### src/rtl/spi_pkg.sv
// Shared definitions for the SPI byte sequencer: FSM encoding, byte width and
// default timing/depth parameters.
package spi_pkg;

  localparam int BYTE_W = 8;

  localparam int FIFO_DEPTH_DEF = 16;
  localparam int LEN_W_DEF      = 8;
  localparam int GAP_CYCLES_DEF = 2;
  localparam int TIMEOUT_DEF    = 1024;

  typedef enum logic [2:0] {
    ST_IDLE  = 3'd0,
    ST_FETCH = 3'd1,
    ST_LATCH = 3'd2,
    ST_ISSUE = 3'd3,
    ST_GAP   = 3'd4,
    ST_DONE  = 3'd5
  } state_t;

endpackage

### src/rtl/spi_byte_sequencer_if.sv
// Byte-level handshake between the sequencer and the SPI master.
// The sequencer drives through "master"; the SPI master side uses "slave".
interface spi_byte_if;
  import spi_pkg::*;

  logic [BYTE_W-1:0] m_data_send;
  logic              m_data_valid;
  logic              m_send_completed;
  logic              m_recv_completed;
  logic [BYTE_W-1:0] m_data_recv;

  modport master (
    output m_data_send,
    output m_data_valid,
    input  m_send_completed,
    input  m_recv_completed,
    input  m_data_recv
  );

  modport slave (
    input  m_data_send,
    input  m_data_valid,
    output m_send_completed,
    output m_recv_completed,
    output m_data_recv
  );
endinterface

### src/rtl/sync_fifo.sv
// Synchronous FIFO with registered read data (one-cycle read latency).
// Writes when full and reads when empty are dropped; read data holds.
module sync_fifo #(
  parameter int WIDTH = 8,
  parameter int DEPTH = 16
) (
  input  logic             clk,
  input  logic             rst_n,
  input  logic             wr_en_i,
  input  logic [WIDTH-1:0] wr_data_i,
  input  logic             rd_en_i,
  output logic [WIDTH-1:0] rd_data_o,
  output logic             full_o,
  output logic             empty_o
);

  localparam int AW = $clog2(DEPTH);

  logic [WIDTH-1:0] mem_q [DEPTH];
  logic [AW:0]      wptr_q;
  logic [AW:0]      rptr_q;
  logic [WIDTH-1:0] rd_data_q;
  logic             do_wr;
  logic             do_rd;

  // Extra pointer MSB distinguishes full from empty when the indices match.
  assign empty_o   = (wptr_q == rptr_q);
  assign full_o    = (wptr_q[AW] != rptr_q[AW]) && (wptr_q[AW-1:0] == rptr_q[AW-1:0]);
  assign do_wr     = wr_en_i && !full_o;
  assign do_rd     = rd_en_i && !empty_o;
  assign rd_data_o = rd_data_q;

  // NOTE: storage has no reset; only pointers decide what is valid, and a
  // resettable array would cost a flop reset per bit for no functional gain.
  always_ff @(posedge clk) begin
    if (do_wr) mem_q[wptr_q[AW-1:0]] <= wr_data_i;
  end

  // NOTE: state uses non-blocking assignments so every flop samples the
  // pre-edge values regardless of process ordering.
  always_ff @(posedge clk or negedge rst_n) begin
    if (!rst_n) begin
      wptr_q    <= '0;
      rptr_q    <= '0;
      rd_data_q <= '0;
    end else begin
      if (do_wr) wptr_q <= wptr_q + (AW+1)'(1);
      if (do_rd) begin
        rptr_q    <= rptr_q + (AW+1)'(1);
        rd_data_q <= mem_q[rptr_q[AW-1:0]];
      end
    end
  end

endmodule

### src/rtl/spi_byte_sequencer.sv
// Splits host-loaded multi-byte frames into single-byte transactions for the
// byte-level SPI master, collecting received bytes into an RX FIFO.
module spi_byte_sequencer
  import spi_pkg::*;
#(
  parameter int FIFO_DEPTH = FIFO_DEPTH_DEF,
  parameter int LEN_W      = LEN_W_DEF,
  parameter int GAP_CYCLES = GAP_CYCLES_DEF,
  parameter int TIMEOUT    = TIMEOUT_DEF
) (
  input  logic              clk,
  input  logic              rst_n,
  input  logic              tx_wr_en,
  input  logic [BYTE_W-1:0] tx_wr_data,
  output logic              tx_full,
  input  logic              rx_rd_en,
  output logic [BYTE_W-1:0] rx_rd_data,
  output logic              rx_empty,
  input  logic              start,
  input  logic [LEN_W-1:0]  len,
  output logic              busy,
  output logic              done,
  output logic              err_timeout,
  output logic              err_rx_ovf,
  spi_byte_if.master        m_if
);

  localparam int TMR_W = $clog2(TIMEOUT);
  localparam int GAP_W = $clog2(GAP_CYCLES + 1);

  state_t            state_q, state_d;
  logic [LEN_W-1:0]  remaining_q, remaining_d;
  logic [TMR_W-1:0]  timer_q, timer_d;
  logic [GAP_W-1:0]  gap_q, gap_d;
  logic              seen_send_q, seen_send_d;
  logic              seen_recv_q, seen_recv_d;
  logic [BYTE_W-1:0] data_q, data_d;
  logic              err_to_q, err_to_d;
  logic              err_ovf_q, err_ovf_d;

  logic              tx_pop;
  logic              tx_empty;
  logic [BYTE_W-1:0] tx_rd_data;
  logic              rx_push;
  logic              rx_full;

  sync_fifo #(.WIDTH(BYTE_W), .DEPTH(FIFO_DEPTH)) u_tx_fifo (
    .clk       (clk),
    .rst_n     (rst_n),
    .wr_en_i   (tx_wr_en),
    .wr_data_i (tx_wr_data),
    .rd_en_i   (tx_pop),
    .rd_data_o (tx_rd_data),
    .full_o    (tx_full),
    .empty_o   (tx_empty)
  );

  sync_fifo #(.WIDTH(BYTE_W), .DEPTH(FIFO_DEPTH)) u_rx_fifo (
    .clk       (clk),
    .rst_n     (rst_n),
    .wr_en_i   (rx_push),
    .wr_data_i (m_if.m_data_recv),
    .rd_en_i   (rx_rd_en),
    .rd_data_o (rx_rd_data),
    .full_o    (rx_full),
    .empty_o   (rx_empty)
  );

  always_ff @(posedge clk or negedge rst_n) begin
    if (!rst_n) begin
      state_q     <= ST_IDLE;
      remaining_q <= '0;
      timer_q     <= '0;
      gap_q       <= '0;
      seen_send_q <= 1'b0;
      seen_recv_q <= 1'b0;
      data_q      <= '0;
      err_to_q    <= 1'b0;
      err_ovf_q   <= 1'b0;
    end else begin
      state_q     <= state_d;
      remaining_q <= remaining_d;
      timer_q     <= timer_d;
      gap_q       <= gap_d;
      seen_send_q <= seen_send_d;
      seen_recv_q <= seen_recv_d;
      data_q      <= data_d;
      err_to_q    <= err_to_d;
      err_ovf_q   <= err_ovf_d;
    end
  end

  // NOTE: every signal gets its default before the case, so no path can
  // leave one unassigned and infer a latch.
  always_comb begin
    state_d     = state_q;
    remaining_d = remaining_q;
    timer_d     = timer_q;
    gap_d       = gap_q;
    seen_send_d = seen_send_q;
    seen_recv_d = seen_recv_q;
    data_d      = data_q;
    err_to_d    = err_to_q;
    err_ovf_d   = err_ovf_q;
    tx_pop      = 1'b0;
    rx_push     = 1'b0;

    unique case (state_q)
      ST_IDLE: begin
        if (start) begin
          err_to_d  = 1'b0;
          err_ovf_d = 1'b0;
          if (len != '0) begin
            remaining_d = len;
            state_d     = ST_FETCH;
          end else begin
            state_d = ST_DONE;
          end
        end
      end
      ST_FETCH: begin
        // An empty TX FIFO is an underrun the host may still fill; just wait.
        if (!tx_empty) begin
          tx_pop  = 1'b1;
          state_d = ST_LATCH;
        end
      end
      ST_LATCH: begin
        data_d      = tx_rd_data;
        seen_send_d = 1'b0;
        seen_recv_d = 1'b0;
        timer_d     = '0;
        state_d     = ST_ISSUE;
      end
      ST_ISSUE: begin
        timer_d = timer_q + TMR_W'(1);
        if (m_if.m_send_completed) seen_send_d = 1'b1;
        if (m_if.m_recv_completed) begin
          seen_recv_d = 1'b1;
          rx_push     = 1'b1;
          if (rx_full) err_ovf_d = 1'b1;
        end
        // Completion wins over a timeout landing in the same cycle.
        if (seen_send_d && seen_recv_d) begin
          remaining_d = remaining_q - LEN_W'(1);
          gap_d       = '0;
          state_d     = ST_GAP;
        end else if (timer_q == TMR_W'(TIMEOUT - 1)) begin
          err_to_d = 1'b1;
          state_d  = ST_DONE;
        end
      end
      ST_GAP: begin
        if (gap_q == GAP_W'(GAP_CYCLES - 1)) begin
          state_d = (remaining_q == '0) ? ST_DONE : ST_FETCH;
        end else begin
          gap_d = gap_q + GAP_W'(1);
        end
      end
      ST_DONE: state_d = ST_IDLE;
      default: state_d = ST_IDLE;
    endcase
  end

  assign m_if.m_data_send  = data_q;
  assign m_if.m_data_valid = (state_q == ST_ISSUE);
  assign busy              = (state_q != ST_IDLE);
  assign done              = (state_q == ST_DONE);
  assign err_timeout       = err_to_q;
  assign err_rx_ovf        = err_ovf_q;

endmodule

### src/flat_wrapper.sv
// flat-port wrapper written by rule: the top's interface ports become plain ports
module spi_byte_sequencer_flat import spi_pkg::*;
#(
  parameter int FIFO_DEPTH = FIFO_DEPTH_DEF,
  parameter int LEN_W      = LEN_W_DEF,
  parameter int GAP_CYCLES = GAP_CYCLES_DEF,
  parameter int TIMEOUT    = TIMEOUT_DEF
)
  (clk, rst_n, tx_wr_en, tx_wr_data, tx_full, rx_rd_en, rx_rd_data, rx_empty, start, len, busy, done, err_timeout, err_rx_ovf, m_if_m_data_send, m_if_m_data_valid, m_if_m_send_completed, m_if_m_recv_completed, m_if_m_data_recv);
  spi_byte_if m_if_i ();
  input  logic clk;
  input  logic rst_n;
  input  logic tx_wr_en;
  input  logic [BYTE_W-1:0] tx_wr_data;
  output logic tx_full;
  input  logic rx_rd_en;
  output logic [BYTE_W-1:0] rx_rd_data;
  output logic rx_empty;
  input  logic start;
  input  logic [LEN_W-1:0] len;
  output logic busy;
  output logic done;
  output logic err_timeout;
  output logic err_rx_ovf;
  output wire logic [$bits(m_if_i.m_data_send)-1:0] m_if_m_data_send;
  output wire logic [$bits(m_if_i.m_data_valid)-1:0] m_if_m_data_valid;
  input wire logic [$bits(m_if_i.m_send_completed)-1:0] m_if_m_send_completed;
  input wire logic [$bits(m_if_i.m_recv_completed)-1:0] m_if_m_recv_completed;
  input wire logic [$bits(m_if_i.m_data_recv)-1:0] m_if_m_data_recv;
  assign m_if_m_data_send = m_if_i.m_data_send;
  assign m_if_m_data_valid = m_if_i.m_data_valid;
  assign m_if_i.m_send_completed = m_if_m_send_completed;
  assign m_if_i.m_recv_completed = m_if_m_recv_completed;
  assign m_if_i.m_data_recv = m_if_m_data_recv;
  spi_byte_sequencer #(.FIFO_DEPTH(FIFO_DEPTH), .LEN_W(LEN_W), .GAP_CYCLES(GAP_CYCLES), .TIMEOUT(TIMEOUT)) u_core (.clk(clk), .rst_n(rst_n), .tx_wr_en(tx_wr_en), .tx_wr_data(tx_wr_data), .tx_full(tx_full), .rx_rd_en(rx_rd_en), .rx_rd_data(rx_rd_data), .rx_empty(rx_empty), .start(start), .len(len), .busy(busy), .done(done), .err_timeout(err_timeout), .err_rx_ovf(err_rx_ovf), .m_if(m_if_i));
endmodule
### config.mk
export PLATFORM = sky130hd
export DESIGN_NAME = spi_byte_sequencer_flat
export DESIGN_NICKNAME = d
export VERILOG_FILES = /design/src/rtl/spi_pkg.sv /design/src/rtl/spi_byte_sequencer_if.sv /design/src/rtl/sync_fifo.sv /design/src/rtl/spi_byte_sequencer.sv /design/src/flat_wrapper.sv
export SDC_FILE = /design/constraint.sdc
export NUM_CORES = 1
export LEC_CHECK = 0
export CAP_MARGIN = 15
export CORE_MARGIN = 2
export CORE_UTILIZATION = 45
export DETAILED_ROUTE_END_ITERATION = 7
export GPL_TIMING_DRIVEN = 0
export REMOVE_ABC_BUFFERS = 1
export SYNTH_ARGS = -nofsm -noshare
export SYNTH_HDL_FRONTEND = slang
export SYNTH_SLANG_ARGS = --single-unit
### constraint.sdc
create_clock -name clk -period 6.76 [get_ports clk]
set_input_delay 1.014 -clock clk [delete_from_list [all_inputs] [get_ports clk]]
set_output_delay 1.014 -clock clk [all_outputs]
set_load 0.005 [all_outputs]
# ---- Word level (Yosys, flattened, before mapping)
# Memory sizes are Yosys's and may differ from the RTL's. A register that Yosys moved wholly into a read port is not among the register bits.
# Cells that the tools add are included.
# W data, S select, Z words.
dict set report totals {
  reg_bits 55
  latch_bits 0
  mem_bits_rw 256
  rom_bits 0
  input_bits 31
  output_inout_bits 23
  wordCells 108
  mem_count 2
}
# memory words width rd rd_ports_with_merged_regs write_ports line_no
set mem_list {}
lappend mem_list {u_core.u_rx_fifo.mem_q 16 8 1 1 1 sync_fifo.sv:19} ;# logic [WIDTH-1:0] mem_q [DEPTH];
lappend mem_list {u_core.u_tx_fifo.mem_q 16 8 1 1 1 sync_fifo.sv:19}
dict set report op_classes {
  n_addsub 7
  multipliers 0
  div 0
  order_cmp 0
  eq_ne 24
  shift 0
  mux 37
  bitwise_logic 0
  reduce_logical 25
}
# cell n
set op_table {}
lappend op_table {{$mux W8} 3}
lappend op_table {{$mux W3} 7}
lappend op_table {{$add A5 B1 Y5 const B} 4}
lappend op_table {{$pmux W10 S2} 1}
lappend op_table {{$mux W1} 17}
lappend op_table {{$pmux W8 S2} 1}
lappend op_table {{$reduce_and A4 Y1} 4}
lappend op_table {{$pmux W3 S5} 1}
lappend op_table {{$ne A2 B1 Y1 const B} 6}
lappend op_table {{$add A10 B1 Y10 const B} 1}
lappend op_table {{$eq A10 B10 Y1 const B} 1}
lappend op_table {{$eq A5 B5 Y1} 2}
lappend op_table {{$eq A4 B4 Y1} 2}
lappend op_table {{$logic_not A8 Y1} 1}
lappend op_table {{$ne A2 B2 Y1 const B} 4}
lappend op_table {{$pmux W1 S2} 4}
lappend op_table {{$reduce_bool A8 Y1} 1}
lappend op_table {{$sub A8 B1 Y8 const B} 1}
lappend op_table {{$logic_and A1 B1 Y1} 7}
lappend op_table {{$eq A3 B2 Y1 const B} 2}
lappend op_table {{$eq A3 B3 Y1 const B} 2}
lappend op_table {{$logic_not A1 Y1} 6}
lappend op_table {{$reduce_bool A2 Y1} 3}
lappend op_table {{$mux W2} 2}
lappend op_table {{other kinds (9)} 10}

# ---- Depth between registers and ports, before layout
dict set report logic_depth {
  word_depth 6
  depth_mapped 7
  ltp_nobuf 7
}

# ---- Hierarchy
# From an unflattened synthesis, not the netlist that was laid out.
dict set report hier_totals {
  hier_cells 786
  hier_area_um2 13788.2
}
# module instances cells_per_inst area_per_inst_um2 seq_area_each_um2
set by_module_without_submodules {}
lappend by_module_without_submodules {{sync_fifo at u_core.u_tx_fifo} 1 302 6005.8 4294.1}
lappend by_module_without_submodules {{sync_fifo at u_core.u_rx_fifo} 1 301 5953.2 4294.1}
lappend by_module_without_submodules {spi_byte_sequencer 1 183 1829.3 875.8}

# ---- Worst setup path before layout
# Ideal clock, no wire load.
dict set report synth_timing {
  kind {input-to-reg}
  from {input m_if_m_recv_completed}
  to {memory u_core.u_rx_fifo.mem_q[3][0], enable pin}
  setup_ns 0.395
  arrival_ns 2.104
  required_time_ns 6.365
  setup_slack_ns 4.261
  cell_stages 2
  path_buffers 0
  cell_sequence {o211a_2 > nor4bb_1}
}
dict set report synth_via {
  elab_chain_len 5
}
# item line_no
set synth_lines {}
lappend synth_lines {{start: declaration} flat_wrapper.sv:28} ;# input wire logic [$bits(m_if_i.m_recv_completed)-1:0] m_if_m_recv_completed;
lappend synth_lines {{$mux W1} spi_byte_sequencer.sv:138} ;# if (m_if.m_recv_completed) begin
lappend synth_lines {{$mux W1} spi_byte_sequencer.sv:108} ;# unique case (state_q)
lappend synth_lines {{$logic_and A1 B1 Y1} sync_fifo.sv:29} ;# assign do_wr = wr_en_i && !full_o;
lappend synth_lines {{$mux W1} sync_fifo.sv:36} ;# if (do_wr) mem_q[wptr_q[AW-1:0]] <= wr_data_i;
lappend synth_lines {{$mux W1 (implied by the code)} sync_fifo.sv:36}
lappend synth_lines {{end: declaration} sync_fifo.sv:19}
# No other way between the ends.

# ---- Final worst setup path
dict set report layout_timing {
  from {register u_core.u_tx_fifo.rptr_q[2]}
  to {output tx_full}
}
dict set report layout_via {
  elab_chain_len 2
}
# item line_no
set layout_lines {}
lappend layout_lines {{start: declaration} sync_fifo.sv:21} ;# logic [AW:0] rptr_q;
lappend layout_lines {{start signal: assignment} sync_fifo.sv:49} ;# rptr_q <= rptr_q + (AW+1)'(1);
lappend layout_lines {{$eq A4 B4 Y1} sync_fifo.sv:28} ;# assign full_o = (wptr_q[AW] != rptr_q[AW]) && (wptr_q[AW-1:0] == rptr_q[AW-1:0]);
lappend layout_lines {{$logic_and A1 B1 Y1} sync_fifo.sv:28}
lappend layout_lines {{end: declaration} flat_wrapper.sv:15} ;# output logic tx_full;
# No other way between the ends.

==> results.toml <==
[synthesis]
yosysSeqAreaShare_pct = 70.2
netlist_area_um2 = 13500
synthArstFlopShare_pct = 21.7
synth_warnings = 0
syn-instance-count = 801
synth.distinct_cells = 52
synth_top_flop_cell = "edfxtp_1"
ys_ff_latch = 327
yosysTopAreaCellShare_pct = 57.0
yosys-top-cells-area = "edfxtp_1 (57%), dfrtp_1 (13%), mux4_2 (11%)"
synth_edf_count = 256
syn_avg_cell_area_um2 = 16.8
yosys.area.top_type = "edfxtp_1"

[sta]
clock_skew_ns = 0.0286
setup_viol = 0
max_freq_ghz = 0.267
rsz0062_at_grt = "no"
relSlewSlack_pct = 35.2
layout_min_cycle_time_ns = 3.75
worst_pin_slew_ns = 0.972
hold_violations = 0
slew_viol_final = 0
period_share_pct = 55.4
tns_ns = 0

[pwr]
power.density_nw_per_um2 = 432
swShare_pct = 30.2
clockPowerShare_pct = 31.9
leakage_nw = 5.47
switchingPower_mw = 2.06
peakVddDrop_mv = 0.232
comb_power_share_pct = 24.1
pwr-share-seq_pct = 44.1
p_int_mw = 4.76

[route]
wl_met1_mm = 12.5
firstDrtPassIters = 5
wl_met3_mm = 1.13
routed-wl-met2_mm = 12.8
drtIter0Drc = 605
wire_per_inst_um = 21.0
top_layer = "met4"
antenna_left = 0
vias_per_cell = 5.56
vias = 7111
drt-total-wl_mm = 26.8
drc = 0

[clocking]
cts_hold_buf = 0
cts_tree = "done"
cts_setup_buffers = 0
cts_made_buffers = 36
cts_htree_levels = 2
cts.sinks = 327
clkTransAtPathRegs_ns = 0.06
clock_latency_ns = 0.53
cts_buffer_depth = 3
cts_root_buf = "clkbuf_16"
cts_resized = 0

[finish]
final_layout_size_suffix_gt1_share_pct = 20.5
regArea_um2 = 9470
fillerInstances = 2340
mostFrequentLayoutCells = "edfxtp_1 (256), dfrtp_1 (65), mux4_2 (64)"
synthToLayoutAreaGrowth_pct = 17.0
diodes = 0
fin_util_pct = 53.4
multiInputGateArea_um2 = 3760
nets = 906
final_common_cell = "edfxtp_1"

[critical_path]
max_stage_delay_ns = 0.94
cp-start-kind = "flip-flop"
crit_chain = "xnor2_1 > nand4_1 > nor2_1 > clkdlybuf4s50_1"
crit_family = "flip-flops"
crit_slowest_cell = "dfrtp_2"
path_class = "flip-flop to output port"
cp.arrival_ns = 2.73
cp-end-kind = "output port"
cp.buffers_inverters = 1
required_ns = 5.75
cp_max_fo = 36

[floorplanning]
die-height_um = 177
start_util_pct = 45.6
die_w_um = 177
core_um2 = 29600
ioPinCount = 54
dieArea_um2 = 31400
num_rows = 63

[place]
gp_congestion = 0.817
port_buffers = 53
hpwl_mm = 17.0

[worst_hold_path]
hold_class = "input pin to async pin"

[job]
drv_cap = 0

[global_routing]
grt_max_degree = 67
grt_pass1_wl_mm = 41.9
grt_usage_pct = 17.5
gr-total-overflow = 0
antenna_found_initial = 0
first_global_vias = 7212

[status]
status = "finished, final reports clean"
[final timing paths]
path,slack (ns),cells past startpoint,from,end
max in group asynchronous,5.86,2,rst_n,u_core.u_tx_fifo.rptr_q[1]
hold / removal,0.31,1,rst_n,u_core.u_rx_fifo.rd_data_o[6]
hold reg to reg,0.48,2,u_core.u_rx_fifo.rd_data_o[0],u_core.u_rx_fifo.rd_data_o[0]
setup / recovery,3.01,4,u_core.u_tx_fifo.rptr_q[2],tx_full
min in group clk,0.48,2,u_core.u_rx_fifo.rd_data_o[0],u_core.u_rx_fifo.rd_data_o[0]
setup reg to reg,3.47,5,u_core.state_q[0],u_core.u_rx_fifo.mem_q[7][6]
[power by group through the flow]
| stage | Clock, mW | Sequential (mW) | Combinational (mW) |
|---|---|---|---|
| 5_1_grt | 2.30 | 3.08 | 1.81 |
| 6_report | 2.17 | 3.00 | 1.64 |
| 4_1_cts | 2.22 | 3.02 | 1.66 |
| 3_5_place_dp | 0 | 3.06 | 1.65 |
| 2_1_floorplan | 0 | 2.86 | 1.17 |
| 3_3_place_gp | 0 | 3.02 | 1.60 |
[cells by family (layout without fill, tap and decap cells)]
family	after synthesis	after routing	synth area share, %
XOR/XNOR	26	26	1.69
multiplexers	112	112	14.5
flip-flops	327	327	70.2
adder cells (fa/ha/maj)	14	14	1.30
buffers and inverters	64	152	2.28
AO/OA/AOI/OAI	96	96	4.05
AND/OR/NAND/NOR	162	162	6.00
[cell usage after synthesis, types with 14 or more instances]
| library cell | count |
|---|---|
| edfxtp_1 | 256 |
| dfrtp_1 | 71 |
| mux4_2 | 64 |
| nor2_1 | 49 |
| nand2_1 | 45 |
| o21ai_0 | 39 |
| a21oi_1 | 30 |
| mux2_2 | 25 |
| mux2i_1 | 22 |
| inv_1 | 20 |
| xnor2_1 | 19 |
| buf_2 | 17 |
| clkbuf_1 | 17 |
| ha_1 | 14 |
[layout make-up]
type	count	area share (%)
clock buffer	44	6.15
clock inverter	22	2.34
inverter	21	0.500
multi-input combinational	410	23.9
sequential	327	60.0
tap	390	3.09
timing repair buffer	65	4.04
[metal layers]
metal,GRT usage [%],vias to the layer above
met2,27.6,160
met1,25.9,3680
met4,3.99,0
li1,-,3231
met3,2.71,40
met5,0,-
[per-stage QoR]
stage | cell area [um2] | power (mW) | hold slack [ns] | instances | worst slack, ns
2_1_floorplan | 13300 | 4.03 | 0.444 | 758 | 3.63
3_3_place_gp | 14300 | 4.62 | 0.463 | 1201 | 2.19
3_5_place_dp | 14400 | 4.71 | 0.471 | 1213 | 3.36
4_1_cts | 15800 | 6.89 | 0.295 | 1279 | 2.96
5_1_grt | 15800 | 7.18 | 0.297 | 1279 | 2.83
6_report | 15800 | 6.82 | 0.308 | 1279 | 3.01
[flip-flops by register name, summed over array words and instances, names as in the netlist, 8 cells and up]
register	cells
u_core.u_rx_fifo.mem_q	128
u_core.timer_q	10
u_core.u_tx_fifo.rd_data_o	8
u_core.m_if.m_data_send	8
u_core.u_rx_fifo.rd_data_o	8
u_core.u_tx_fifo.mem_q	128
u_core.remaining_q	8
[worst reg2reg max path: stages, from the launching register on]
cell      delay [ns]
dfrtp_1         0.52
nand3b_1        0.44
clkinv_1        0.47
o211a_2         0.46
nand2_1         0.23
nor3b_2         0.79
Power figures use the tool's default switching activity.
